[config.mk]
export PLATFORM = sky130hd
export DESIGN_NAME = fifo_wr_arbiter_flat
export DESIGN_NICKNAME = d
export VERILOG_FILES = /design/src/rtl/fifo_arb_pkg.sv /design/src/rtl/fifo_wr_arbiter_if.sv /design/src/rtl/fifo_wr_arbiter_rr_picker.sv /design/src/rtl/fifo_wr_arbiter.sv /design/src/flat_wrapper.sv
export SDC_FILE = /design/constraint.sdc
export NUM_CORES = 1
export LEC_CHECK = 0
export ABC_CLOCK_PERIOD_IN_PS = 2700
export CORE_MARGIN = 8
export CORE_UTILIZATION = 36
export CTS_CLUSTER_DIAMETER = 100
export DETAILED_ROUTE_END_ITERATION = 10
export PLACE_DENSITY_LB_ADDON = 0.05
export REMOVE_ABC_BUFFERS = 1
export SLEW_MARGIN = 15
export SYNTH_ARGS = -nofsm -noshare
export SYNTH_HDL_FRONTEND = slang
export SYNTH_SLANG_ARGS = --single-unit
[constraint.sdc]
create_clock -name clk -period 2.7 [get_ports clk]
set_clock_uncertainty 0.15 [all_clocks]
set_input_delay 0.675 -clock clk [delete_from_list [all_inputs] [get_ports clk]]
set_output_delay 0.675 -clock clk [all_outputs]
set_load 0.05 [all_outputs]
[src/rtl/fifo_arb_pkg.sv]
// Shared types and helpers for the FIFO write-port round-robin arbiter.
package fifo_arb_pkg;

  typedef enum logic {
    IDLE = 1'b0,
    OWN  = 1'b1
  } arb_state_e;

  // Burst counter must be able to hold the value MAX_BURST itself.
  function automatic int burst_cnt_w(input int max_burst);
    return $clog2(max_burst + 1);
  endfunction

  function automatic logic [2:0] onehot_to_idx(input logic [7:0] oh);
    logic [2:0] idx;
    idx = '0;
    for (int i = 0; i < 8; i++) begin
      if (oh[i]) idx = idx | 3'(i);
    end
    return idx;
  endfunction

endpackage

[src/rtl/fifo_wr_arbiter_if.sv]
// Producer/FIFO-side bundle of the write arbiter; master is the arbiter's view.
// Handshake: a word on reqData slice i is consumed on a rising edge where grant[i] & write are both high.
interface fifo_wr_arbiter_if #(
  parameter int NUM_REQ = 4,
  parameter int width   = 8
);
  logic [NUM_REQ-1:0]       req;
  logic [NUM_REQ-1:0]       last;
  logic [NUM_REQ*width-1:0] reqData;
  logic                     full;
  logic [NUM_REQ-1:0]       grant;
  logic                     write;
  logic [width-1:0]         inputBus;
  logic                     busy;

  modport master (
    input  req, last, reqData, full,
    output grant, write, inputBus, busy
  );

  modport slave (
    output req, last, reqData, full,
    input  grant, write, inputBus, busy
  );
endinterface

[src/rtl/fifo_wr_arbiter_rr_picker.sv]
// Combinational round-robin picker: first set req scanning upward from ptr+1 with wrap.
module rr_picker #(
  parameter int NUM_REQ = 4,
  parameter int IDX_W   = 2
) (
  input  logic [NUM_REQ-1:0] req,
  input  logic [IDX_W-1:0]   ptr,
  output logic [NUM_REQ-1:0] winner,
  output logic               valid
);
  logic [IDX_W-1:0] sel;

  always_comb begin
    winner = '0;
    valid  = 1'b0;
    sel    = '0;
    for (int k = 1; k <= NUM_REQ; k++) begin
      sel = IDX_W'((int'(ptr) + k) % NUM_REQ);
      if (!valid && req[sel]) begin
        winner[sel] = 1'b1;
        valid       = 1'b1;
      end
    end
  end
endmodule

[src/rtl/fifo_wr_arbiter.sv]
// Round-robin, burst-bounded owner of the FIFO write port for NUM_REQ producers.
// Optional FIFO_ARB_STATS_EN adds a saturating 16-bit stallCount output.
module fifo_wr_arbiter
  import fifo_arb_pkg::*;
#(
  parameter int NUM_REQ   = 4,
  parameter int width     = 8,
  parameter int MAX_BURST = 4
) (
  input  logic                clk,
  input  logic                reset,
  fifo_wr_arbiter_if.master   bus,
  output arb_state_e          dbg_state
`ifdef FIFO_ARB_STATS_EN
  ,
  output logic [15:0]         stallCount
`endif
);
  localparam int IDX_W       = $clog2(NUM_REQ);
  localparam int BURST_CNT_W = burst_cnt_w(MAX_BURST);

  arb_state_e             state_q, state_d;
  logic [NUM_REQ-1:0]     grant_q, grant_d;
  logic [IDX_W-1:0]       ptr_q, ptr_d;
  logic [BURST_CNT_W-1:0] burst_q, burst_d;

  logic [IDX_W-1:0]       owner_idx, pick_ptr;
  logic [NUM_REQ-1:0]     pick_req, pick_winner;
  logic                   pick_valid;
  logic                   req_own, last_own, write_w, last_rel, release_w;
  logic [BURST_CNT_W-1:0] burst_inc;
  logic [width-1:0]       data_w;

  assign owner_idx = IDX_W'(onehot_to_idx(8'(grant_q)));
  assign req_own   = |(grant_q & bus.req);
  assign last_own  = |(grant_q & bus.last);
  assign write_w   = req_own & ~bus.full;
  assign burst_inc = burst_q + BURST_CNT_W'(1);
  assign last_rel  = write_w & last_own;
  assign release_w = (state_q == OWN) &
                     (~req_own | last_rel | (write_w & (burst_inc == BURST_CNT_W'(MAX_BURST))));

  // A finished packet gives up its turn; a burst-limited owner may win again if alone.
  assign pick_req = bus.req & ~(grant_q & {NUM_REQ{last_rel}});
  assign pick_ptr = (state_q == OWN) ? owner_idx : ptr_q;

  rr_picker #(.NUM_REQ(NUM_REQ), .IDX_W(IDX_W)) u_picker (
    .req    (pick_req),
    .ptr    (pick_ptr),
    .winner (pick_winner),
    .valid  (pick_valid)
  );

  always_comb begin
    data_w = '0;
    for (int i = 0; i < NUM_REQ; i++) begin
      if (grant_q[i]) data_w = data_w | bus.reqData[i*width +: width];
    end
  end

  always_comb begin
    state_d = state_q;
    grant_d = grant_q;
    ptr_d   = ptr_q;
    burst_d = burst_q;
    case (state_q)
      IDLE: begin
        if (pick_valid) begin
          state_d = OWN;
          grant_d = pick_winner;
          burst_d = '0;
        end
      end
      OWN: begin
        if (release_w) begin
          ptr_d   = owner_idx;
          burst_d = '0;
          grant_d = pick_valid ? pick_winner : '0;
          state_d = pick_valid ? OWN : IDLE;
        end else if (write_w) begin
          burst_d = burst_inc;
        end
      end
      default: begin
        state_d = IDLE;
        grant_d = '0;
      end
    endcase
  end

  always_ff @(posedge clk) begin
    if (reset) begin
      state_q <= IDLE;
      grant_q <= '0;
      ptr_q   <= IDX_W'(NUM_REQ - 1);
      burst_q <= '0;
    end else begin
      state_q <= state_d;
      grant_q <= grant_d;
      ptr_q   <= ptr_d;
      burst_q <= burst_d;
    end
  end

`ifdef FIFO_ARB_STATS_EN
  logic [15:0] stall_q, stall_d;

  assign stall_d = (req_own & bus.full & (stall_q != 16'hFFFF)) ? stall_q + 16'd1 : stall_q;

  always_ff @(posedge clk) begin
    if (reset) stall_q <= '0;
    else       stall_q <= stall_d;
  end

  assign stallCount = stall_q;
`endif

  assign bus.grant    = grant_q;
  assign bus.write    = write_w;
  assign bus.inputBus = data_w;
  assign bus.busy     = |grant_q;
  assign dbg_state    = state_q;
endmodule
[src/flat_wrapper.sv]
// flat-port wrapper written by rule: the top's interface ports become plain ports
module fifo_wr_arbiter_flat import fifo_arb_pkg::*;
#(
  parameter int NUM_REQ   = 4,
  parameter int width     = 8,
  parameter int MAX_BURST = 4
)
  (clk, reset, dbg_state, bus_req, bus_last, bus_reqData, bus_full, bus_grant, bus_write, bus_inputBus, bus_busy);
  fifo_wr_arbiter_if #(.NUM_REQ(NUM_REQ), .width(width)) bus_i ();
  input  logic clk;
  input  logic reset;
  output arb_state_e dbg_state;
  input wire logic [$bits(bus_i.req)-1:0] bus_req;
  input wire logic [$bits(bus_i.last)-1:0] bus_last;
  input wire logic [$bits(bus_i.reqData)-1:0] bus_reqData;
  input wire logic [$bits(bus_i.full)-1:0] bus_full;
  output wire logic [$bits(bus_i.grant)-1:0] bus_grant;
  output wire logic [$bits(bus_i.write)-1:0] bus_write;
  output wire logic [$bits(bus_i.inputBus)-1:0] bus_inputBus;
  output wire logic [$bits(bus_i.busy)-1:0] bus_busy;
  assign bus_i.req = bus_req;
  assign bus_i.last = bus_last;
  assign bus_i.reqData = bus_reqData;
  assign bus_i.full = bus_full;
  assign bus_grant = bus_i.grant;
  assign bus_write = bus_i.write;
  assign bus_inputBus = bus_i.inputBus;
  assign bus_busy = bus_i.busy;
  fifo_wr_arbiter #(.NUM_REQ(NUM_REQ), .width(width), .MAX_BURST(MAX_BURST)) u_core (.clk(clk), .reset(reset), .bus(bus_i), .dbg_state(dbg_state));
endmodule
## Yosys cells after proc, flatten, opt, wreduce, memory -nomap -nowiden

Cells that the tools add are included.

- Word-level logic and storage cells: 100
- Input port bits: 43
- Output and inout port bits: 15
- Flip-flop bits (word level): 10

- Add/sub/neg operators: 5
- Bitwise gates (word level): 20
- Multiplexer cells: 43
- Order comparisons: 8
- Equal/unequal tests: 4
- Reduce and logical (&&, ||, !) cells: 16

Operators by type and width:

| operator | number |
|---|---|
| 8-bit 2-to-1 mux | 4 |
| 4-bit 2-to-1 mux | 7 |
| 8-bit OR | 3 |
| 4-bit bitwise AND | 4 |
| 1-bit 2-to-1 mux | 15 |
| 2-bit by 3-bit < comparator with 1-bit output, second input constant | 4 |
| 4-bit OR | 3 |
| 4-bit OR reduction | 3 |
| 3-bit 2-to-1 mux | 3 |
| 1-bit binary-select mux with 2-bit select | 4 |
| 1-bit demux with 2-bit select | 4 |
| 2-bit by 1-bit >= comparator with 1-bit output, second input constant | 4 |
| 4-bit case mux with 2 select lines | 1 |
| 1-bit logical AND | 7 |
| 2-bit 2-to-1 mux | 3 |
| 3-bit case mux with 2 select lines | 1 |
| 2-bit AND reduction | 3 |
| 2-bit by 1-bit adder with 2-bit output, second input constant | 2 |
| 2-bit adder, second input constant | 2 |
| 1-bit bitwise AND | 4 |
| 4-bit inverter | 1 |
| 3-bit by 1-bit adder with 3-bit output, second input constant | 1 |
| 3-bit equality test, second input constant | 1 |
| 1-bit zero test | 3 |
| other kinds (6) | 9 |

## Depth between registers and ports, before layout

Gate-level depths: netlist (run 1).

- Word-level depth: 22
- Mapped depth: 10
- Gate-level depth less buffers: 9

## Modules after synthesis

A second synthesis (run 1) with hierarchy kept.

- Cell total of the unflattened synthesis: 146
- Area, all modules: 1,173.6 µm²

By module, submodules not included:

| module | instances | area an instance (µm²) | cells an instance | seq. area each (µm²) |
|---|---|---|---|---|
| fifo_wr_arbiter | 1 | 758.2 | 98 | 200.2 |
| rr_picker | 1 | 415.4 | 48 | 0.0 |

## Worst setup path before layout (run 1)

Ideal clock, no wire load.

- Path kind: register to register
- Start: register u_core.grant_q[3], in the netlist u_core.bus.grant[3]
- End: register u_core.grant_q[3], in the netlist u_core.bus.grant[3]
- Path slack: -0.411 ns
- Required time: 2.428 ns
- Path buffers: 1
- Stages on the path, launching flop included: 11
- Arrival: 2.839 ns
- Setup time: 0.122 ns
- Clock period less this slack: 3.111 ns
- Cells stage by stage: dfxtp_1 > dlygate4sd1_1 > nor2_1 > nand2_1 > o21ai_0 > ha_1 > nand3_1 > o21ai_0 > and3_1 > a221o_1 > a221o_1

- Word-level cells in the longest chain between the ends: 22
- Elaborated cells between the ends (all ways): 72
- Classes of those cells: 4 x add/sub; 8 x order compare; 2 x eq/ne; 30 x mux; 15 x bitwise; 13 x reduce/logical

RTL lines:

| element | RTL line | source |
|---|---|---|
| from (decl) | fifo_wr_arbiter.sv:23 | `logic [NUM_REQ-1:0] grant_q, grant_d;` |
| from (signal assigned) | fifo_wr_arbiter.sv:99 | `grant_q <= grant_d;` |
| branches (longest 22 deep; another with 2-bit by 3-bit < comparator with 1-bit output) | -- |  |

Parallel ways; which one is timed is not known. The select of a mux whose other input is x is not followed.
A chain may end at the register's enable or synchronous reset.

## Worst setup path in the final report (run 1)

- Start: input bus_req[2]
- End: register u_core.grant_q[3], in the netlist u_core.bus.grant[3]

- Word-level cells in the longest chain between the ends: 22
- Elaborated cells between the ends (all ways): 44
- Classes of those cells: 2 x eq/ne; 20 x mux; 14 x bitwise; 8 x reduce/logical

RTL lines:

| element | RTL line | source |
|---|---|---|
| from (decl) | flat_wrapper.sv:13 | `input wire logic [$bits(bus_i.req)-1:0] bus_req;` |
| 4-bit bitwise AND | fifo_wr_arbiter.sv:35 | `assign req_own = \|(grant_q & bus.req);` |
| 4-bit OR reduction | fifo_wr_arbiter.sv:35 |  |
| 1-bit bitwise AND | fifo_wr_arbiter.sv:37 | `assign write_w = req_own & ~bus.full;` |
| 1-bit bitwise AND | fifo_wr_arbiter.sv:39 | `assign last_rel = write_w & last_own;` |
| 4-bit bitwise AND | fifo_wr_arbiter.sv:44 | `assign pick_req = bus.req & ~(grant_q & {NUM_REQ{last_rel}});` |
| 4-bit inverter | fifo_wr_arbiter.sv:44 |  |
| 4-bit bitwise AND | fifo_wr_arbiter.sv:44 |  |
| 1-bit binary-select mux with 2-bit select | fifo_wr_arbiter_rr_picker.sv:19 | `if (!valid && req[sel]) begin` |
| [... 6 more ...] | -- |  |
| 1-bit logical AND | fifo_wr_arbiter_rr_picker.sv:19 |  |
| 1-bit 2-to-1 mux | fifo_wr_arbiter_rr_picker.sv:19 |  |
| 1-bit zero test | fifo_wr_arbiter_rr_picker.sv:19 |  |
| 1-bit logical AND | fifo_wr_arbiter_rr_picker.sv:19 |  |
| 4-bit 2-to-1 mux or 1-bit 2-to-1 mux (tied branches) | fifo_wr_arbiter_rr_picker.sv:19 |  |
| 4-bit 2-to-1 mux | fifo_wr_arbiter.sv:78 | `grant_d = pick_valid ? pick_winner : '0;` |
| 4-bit 2-to-1 mux | fifo_wr_arbiter.sv:75 | `if (release_w) begin` |
| 4-bit case mux with 2 select lines | fifo_wr_arbiter.sv:66 | `case (state_q)` |

Parallel ways exist; a longest one is shown, timed or not. The select of a mux whose other input is x is not followed.

==> flow_metrics.py, run 1 <==
metrics = {
    "status": {
        "status": "finished with violations",
        "violations": "setup timing",
    },
    "placed_design": {
        "gp_congestion": 0.888,
        "numPortBuffers": 57,
        "hpwlAfterDp_um": 3560,
    },
    "finish": {
        "final_util_pct": 71.6,
        "final_cell_mix": "clkdlybuf4s50_1, buf_4, a22oi_1",
        "drive_above_1_share_pct": 38.8,
        "multi_input_area_um2": 898,
        "nFillCells": 256,
        "diodes": 0,
        "area_delta_synth_final_pct": 93.3,
        "nets": 278,
        "regArea_um2": 205,
    },
    "yosys": {
        "synth.distinct_cells": 37,
        "synthFlopType": "dfxtp_1",
        "syn_avg_cell_area_um2": 8.35,
        "synth_area_um2": 1100,
        "synth_edf_count": 0,
        "syn_inst": 132,
        "ys_ff_latch": 10,
        "yosysSeqAreaShare_pct": 18.2,
        "async_reset_ff_share_pct": 0,
        "ys_warn_count": 0,
    },
    "detailed_routing": {
        "drt_pass1_iterations": 4,
        "ant_nets": 0,
        "avgRoutedWirePerCell_um": 18.0,
        "viasPerCell": 5.65,
        "drt_iter0_markers": 66,
        "wl_um": 4620,
        "vias": 1453,
        "route.detailed.drc": 0,
    },
    "critical_path": {
        "crit_arrival_ns": 2.75,
        "cp-start-kind": "input port",
        "required_ns": 2.69,
        "critPathMaxStageDelay_ns": 0.41,
        "crit_fanout": 5,
        "critPathTopFamily": "compound AO/OA/AOI/OAI gates",
        "cpMaxStageDelayCell": "a221oi_4",
        "worstSetupPathType": "input port to flip-flop",
        "cp.buffers_inverters": 1,
        "worstPathCellList": "buf_6 > a22oi_2 > a221oi_4 > a21boi_2 > mux2_4 > mux2_4 > and3_4 > a221o_1 > a221o_1",
        "timing.critical_path.to_type": "flip-flop",
    },
    "sta": {
        "setup_viol": 4,
        "post-route-min-period_ns": 2.76,
        "fin_crit_sh_pct": 102,
        "max_freq_mhz": 362,
        "worst_slack_ns": -0.0598,
        "max-slew-margin-rel_pct": 65.4,
        "fin_hold_ws_ns": 0.326,
        "rsz0062_at_grt": "true",
        "hold_viol": 0,
        "tightest_slew_ns": 0.518,
        "slew_violations": 0,
        "setup_tns_ns": -0.196,
    },
    "clock_network": {
        "cts_tree": "built",
        "cts_max_level": 1,
        "clkTransAtPathRegs_ns": 0.06,
        "cts_max_path_buffers": 2,
        "cts_buffers": 3,
        "cts_root_buf": "clkbuf_4",
        "clk_latency_ns": 0.25,
        "clock-sinks": 10,
    },
    "global_routing": {
        "grt_use_total_pct": 16.7,
        "grt_overflow": 0,
        "antenna_found_initial": 0,
        "grt_pass1_wl_um": 7020,
        "grt_max_degree": 10,
        "grt_pass1_vias": 1446,
    },
    "floorplan": {
        "core.rowCount": 20,
        "io_pins": 58,
        "start_util_pct": 37.0,
        "fp.dieArea_um2": 5090,
        "coreArea_um2": 2980,
        "die_h_um": 71.3,
        "fp.dieW_um": 71.3,
    },
    "pwr": {
        "pwr-share-seq_pct": 12.7,
        "p_clk_share_pct": 5.7,
        "powerDensity_nw_per_um2": 808,
        "leakagePower_uw": 0.000943,
        "p_sw_uw": 823,
        "p_comb_share_pct": 81.7,
        "p_sw_share_pct": 47.8,
        "p_int_uw": 900,
        "ir_drop_v": 0.000593,
        "p_total_uw": 1720,
    },
    "flow_run": {
        "max_cap_violations": 0,
    },
    "worst_hold_path": {
        "hold_path.class": "flip-flop to flip-flop",
    },
}
[power by group through the flow]
stage | Combinational [µW] | Clock, µW | Sequential, µW
finish | 1410 | 97.7 | 218
global route | 1490 | 106 | 223
CTS | 1350 | 97.8 | 215
detailed placement | 1300 | 0 | 215
global placement | 1270 | 0 | 211
floorplan | 653 | 0 | 280
[synth_stat cells, drive strengths merged (2+ instances only)]
cell type | instances | area (µm²)
a22oi | 21 | 168
nor2 | 13 | 48.8
nand2 | 11 | 41.3
dfxtp | 10 | 200
a221o | 9 | 90.1
ha | 9 | 113
inv | 8 | 30.0
a21boi | 5 | 37.5
and3 | 5 | 31.3
mux2 | 5 | 63.8
nor3 | 5 | 25.0
buf | 4 | 22.5
a21oi | 3 | 18.8
mux2i | 3 | 30.0
a211o | 2 | 17.5
nand3 | 2 | 10.0
o211ai | 2 | 15.0
o21ai | 2 | 10.0
[worst register-to-register path, stage by stage (launching register included)]
cell	delay, ns
dfxtp_2	0.40
a22oi_2	0.11
a221oi_4	0.42
a21boi_2	0.11
mux2_4	0.31
mux2_4	0.31
and3_4	0.18
a221o_1	0.26
a221o_1	0.32
[what timing repair did]
action | in CTS | in global routing
endpoints found under the setup margin | 7 | 5
resized for setup | 44 | 13
pin swaps | 9 | 6
setup buffers | 7 | 2
hold buffers | 0 | 0
[final timing paths]
check                      startpoint             endpoint  slack (ns)  depth (start not counted)
setup / recovery           bus_req[2]  u_core.bus.grant[3]       -0.06                          9
hold / removal        u_core.ptr_q[0]      u_core.ptr_q[0]        0.33                          1
setup reg to reg  u_core.bus.grant[3]  u_core.bus.grant[3]        0.01                          8
hold reg to reg       u_core.ptr_q[0]      u_core.ptr_q[0]        0.33                          1
[per-stage QoR]
step                      std cells  area, µm²  setup WS, ns
after global placement          245       1980        -0.672
after floorplan                 126       1060        -0.468
final                           257       2130       -0.0598
after detailed placement        245       1980        -0.750
after CTS                       255       2060       0.00690
after global routing            257       2130        -0.132
[final cells by class]
cell class	count	share of cell area (%)
repair buffers	95	43.8
multi-input cells	108	42.2
flip-flops and latches	10	9.63
well taps	33	1.94
inverters	8	1.41
clock buffers	3	1.06
[metal layers]
metal	wire, µm	global-route usage, %	vias up
met5	0	0	-
met4	67	3.70	0
met1	2070	20.0	678
met3	367	3.77	8
met2	2110	29.1	70
li1	-	-	697
[cell families after synthesis]
kind of cell             Yosys count  share of synthesized area (%)
AO/OA/AOI/OAI                     48                           35.8
AND/OR/NAND/NOR                   43                           20.8
multiplexers                       8                           8.51
flip-flops                        10                           18.2
buffers and inverters             14                           6.58
adder cells (fa/ha/maj)            9                           10.2
[state kept, by name (all words and copies together) (netlist names)]
name,cells
u_core.burst_q,3
u_core.ptr_q,2
u_core.dbg_state,1
u_core.bus.grant,4
(Power assumes the default switching activity.)
==> inputs of run 2 (changes only) <==
--- a/config.mk
+++ b/config.mk
@@ -10,6 +10,7 @@
 export CORE_UTILIZATION = 36
 export CTS_CLUSTER_DIAMETER = 100
 export DETAILED_ROUTE_END_ITERATION = 10
+export GPL_TIMING_DRIVEN = 0
 export PLACE_DENSITY_LB_ADDON = 0.05
 export REMOVE_ABC_BUFFERS = 1
 export SLEW_MARGIN = 15
==> run 2 against run 1 <==
The flow still finishes with violations (setup timing). Non-clock buffer count down 15. Via count down 6.7%. First-iteration DRC count up 27%. Clock power up 33%. Sequential cell count unchanged. Clock-buffer cell count up 1. Critical path depth unchanged. Register-to-register slack worse by 0.04 ns. Critical path type unchanged. Largest power group unchanged.
==> flow_metrics.py, run 2 (synthesis gave the netlist of run 1 again) <==
metrics = {
    "clock_network": {
        "cts_root_buf": "clkbuf_4",
        "cts_buffers": 3,
        "cts_max_level": 1,
        "clk_latency_ns": 0.25,
        "cts_max_path_buffers": 2,
        "cts_tree": "built",
        "clock-sinks": 10,
        "cts_hold_buf": 0,
        "clkTransAtPathRegs_ns": 0.07,
    },
    "placed_design": {
        "place_ws_ns": -0.954,
        "hpwlAfterDp_um": 3000,
        "placedCellCount": 216,
        "numPortBuffers": 57,
        "gp_congestion": 0.828,
    },
    "finish": {
        "nFillCells": 260,
        "largest_register_ffs": 4,
        "final_common_cell": "clkdlybuf4s50_1",
        "final_cells": 243,
        "area_delta_synth_final_pct": 75.8,
        "drive_above_1_share_pct": 30.5,
        "nets": 263,
        "diodes": 0,
        "final_cell_mix": "clkdlybuf4s50_1, buf_4, a22oi_1",
    },
    "pwr": {
        "leakagePower_uw": 0.000868,
        "powerDensity_nw_per_um2": 773,
        "ir_drop_v": 0.000497,
    },
    "global_routing": {
        "grt_use_total_pct": 14.9,
        "grt_pass1_wl_um": 6270,
        "grt_overflow": 0,
        "gr-usage-met3_pct": 4.88,
        "grt_busiest_layer": "met2",
        "grtUsageMet1_pct": 19.6,
        "grt_max_degree": 16,
        "grt_pass1_vias": 1285,
        "antenna_found_initial": 0,
        "grtUsageMet2_pct": 23.6,
    },
    "sta": {
        "max_freq_mhz": 359,
        "post-route-min-period_ns": 2.79,
        "max-slew-margin-rel_pct": 64.9,
        "worst_slack_ns": -0.0891,
        "rsz0062_at_grt": "true",
        "fin_crit_sh_pct": 103,
        "hold_viol": 0,
        "tightest_slew_ns": 0.524,
        "setup_viol": 4,
        "slew_violations": 0,
    },
    "detailed_routing": {
        "vias": 1356,
        "drt_pass1_iterations": 4,
        "avgRoutedWirePerCell_um": 16.6,
        "wl_um": 4030,
        "viasPerCell": 5.58,
        "route.detailed.drc": 0,
        "ant_nets": 0,
        "drt_iter0_markers": 84,
    },
    "critical_path": {
        "rr_worst_depth": 8,
        "r2r_start": "u_core.bus.grant[3]",
        "crit_fanout": 5,
        "cp-start-kind": "input port",
        "timing.critical_path.to_type": "flip-flop",
        "crit_arrival_ns": 2.78,
        "worstSetupPathType": "input port to flip-flop",
        "r2r-end": "u_core.bus.grant[3]",
        "r2r_slack_ns": -0.03,
        "required_ns": 2.69,
    },
    "worst_hold_path": {
        "hold_path.class": "flip-flop to flip-flop",
        "hp-start": "u_core.ptr_q[0]",
        "min_to": "u_core.ptr_q[0]",
        "hold_depth": 1,
    },
    "floorplan": {
        "coreArea_um2": 2980,
        "die_h_um": 71.3,
        "start_util_pct": 37.0,
        "fp.dieW_um": 71.3,
        "core.rowCount": 20,
        "io_pins": 58,
        "fp.dieArea_um2": 5090,
    },
    "status": {
        "status": "finished with violations",
        "violations": "setup timing",
    },
    "flow_run": {
        "max_cap_violations": 0,
    },
}
run 2: worst max path at each step:
stage,from,to,cells after the start
3_3_place_gp,bus_req[2],u_core.bus.grant[2],9
6_report,bus_req[2],u_core.bus.grant[3],9
3_5_place_dp,bus_req[2],u_core.bus.grant[0],9
4_1_cts,bus_req[0],u_core.bus.grant[3],9
5_1_grt,bus_req[2],u_core.bus.grant[3],9
2_1_floorplan,u_core.bus.grant[2],u_core.bus.grant[3],8
run 2: critical path, cell delays in order:
cell	delay, ns
buf_6	0.07
a22oi_2	0.11
a221oi_4	0.43
a21boi_2	0.12
mux2_4	0.31
mux2_4	0.31
and3_4	0.17
a221o_1	0.26
a221o_1	0.33
run 2: per-layer routing:
metal	share of wire (%)	routed length, µm
met1	47	1890
met2	43	1720
met3	10	419
met4	0	0
met5	0	0
run 2: repair_timing:
item / 4_1_cts / 5_1_grt
pin swaps: 12 / 3
setup buffers: 13 / 10
gates cloned: 0 / 0
resized for setup: 69 / 2
endpoints found under the setup margin: 18 / 7
run 2: final cells by class:
cell class | count | area, µm² | share of cell area, %
Multi-Input combinational cell | 108 | 897 | 46.3
Tap cell | 33 | 41.3 | 2.13
Sequential cell | 10 | 215 | 11.1
Timing Repair Buffer | 80 | 718 | 37.1
Clock buffer | 4 | 36.3 | 1.87
Inverter | 8 | 30.0 | 1.55
run 2: stage by stage:
| stage | hold WS [ns] | util (%) | power, µW | area (µm²) | TNS (ns) |
|---|---|---|---|---|---|
| floorplan | 0.280 | - | 934 | 1060 | -2.11 |
| global placement | 0.289 | 56.1 | 1230 | 1670 | -8.25 |
| detailed placement | 0.300 | 56.1 | 1250 | 1670 | -8.62 |
| CTS | 0.317 | 62.3 | 1440 | 1860 | -0.120 |
| global route | 0.333 | 65.1 | 1600 | 1940 | -0.525 |
| finish | 0.317 | 65.1 | 1500 | 1940 | -0.235 |
run 2: power breakdown:
group	switching, µW	leakage, µW	internal, µW
Sequential	46.3	0.0000850	186
Clock	48.1	0.0000210	81.7
Combinational	660	0.000762	477
Total	754	0.000868	745
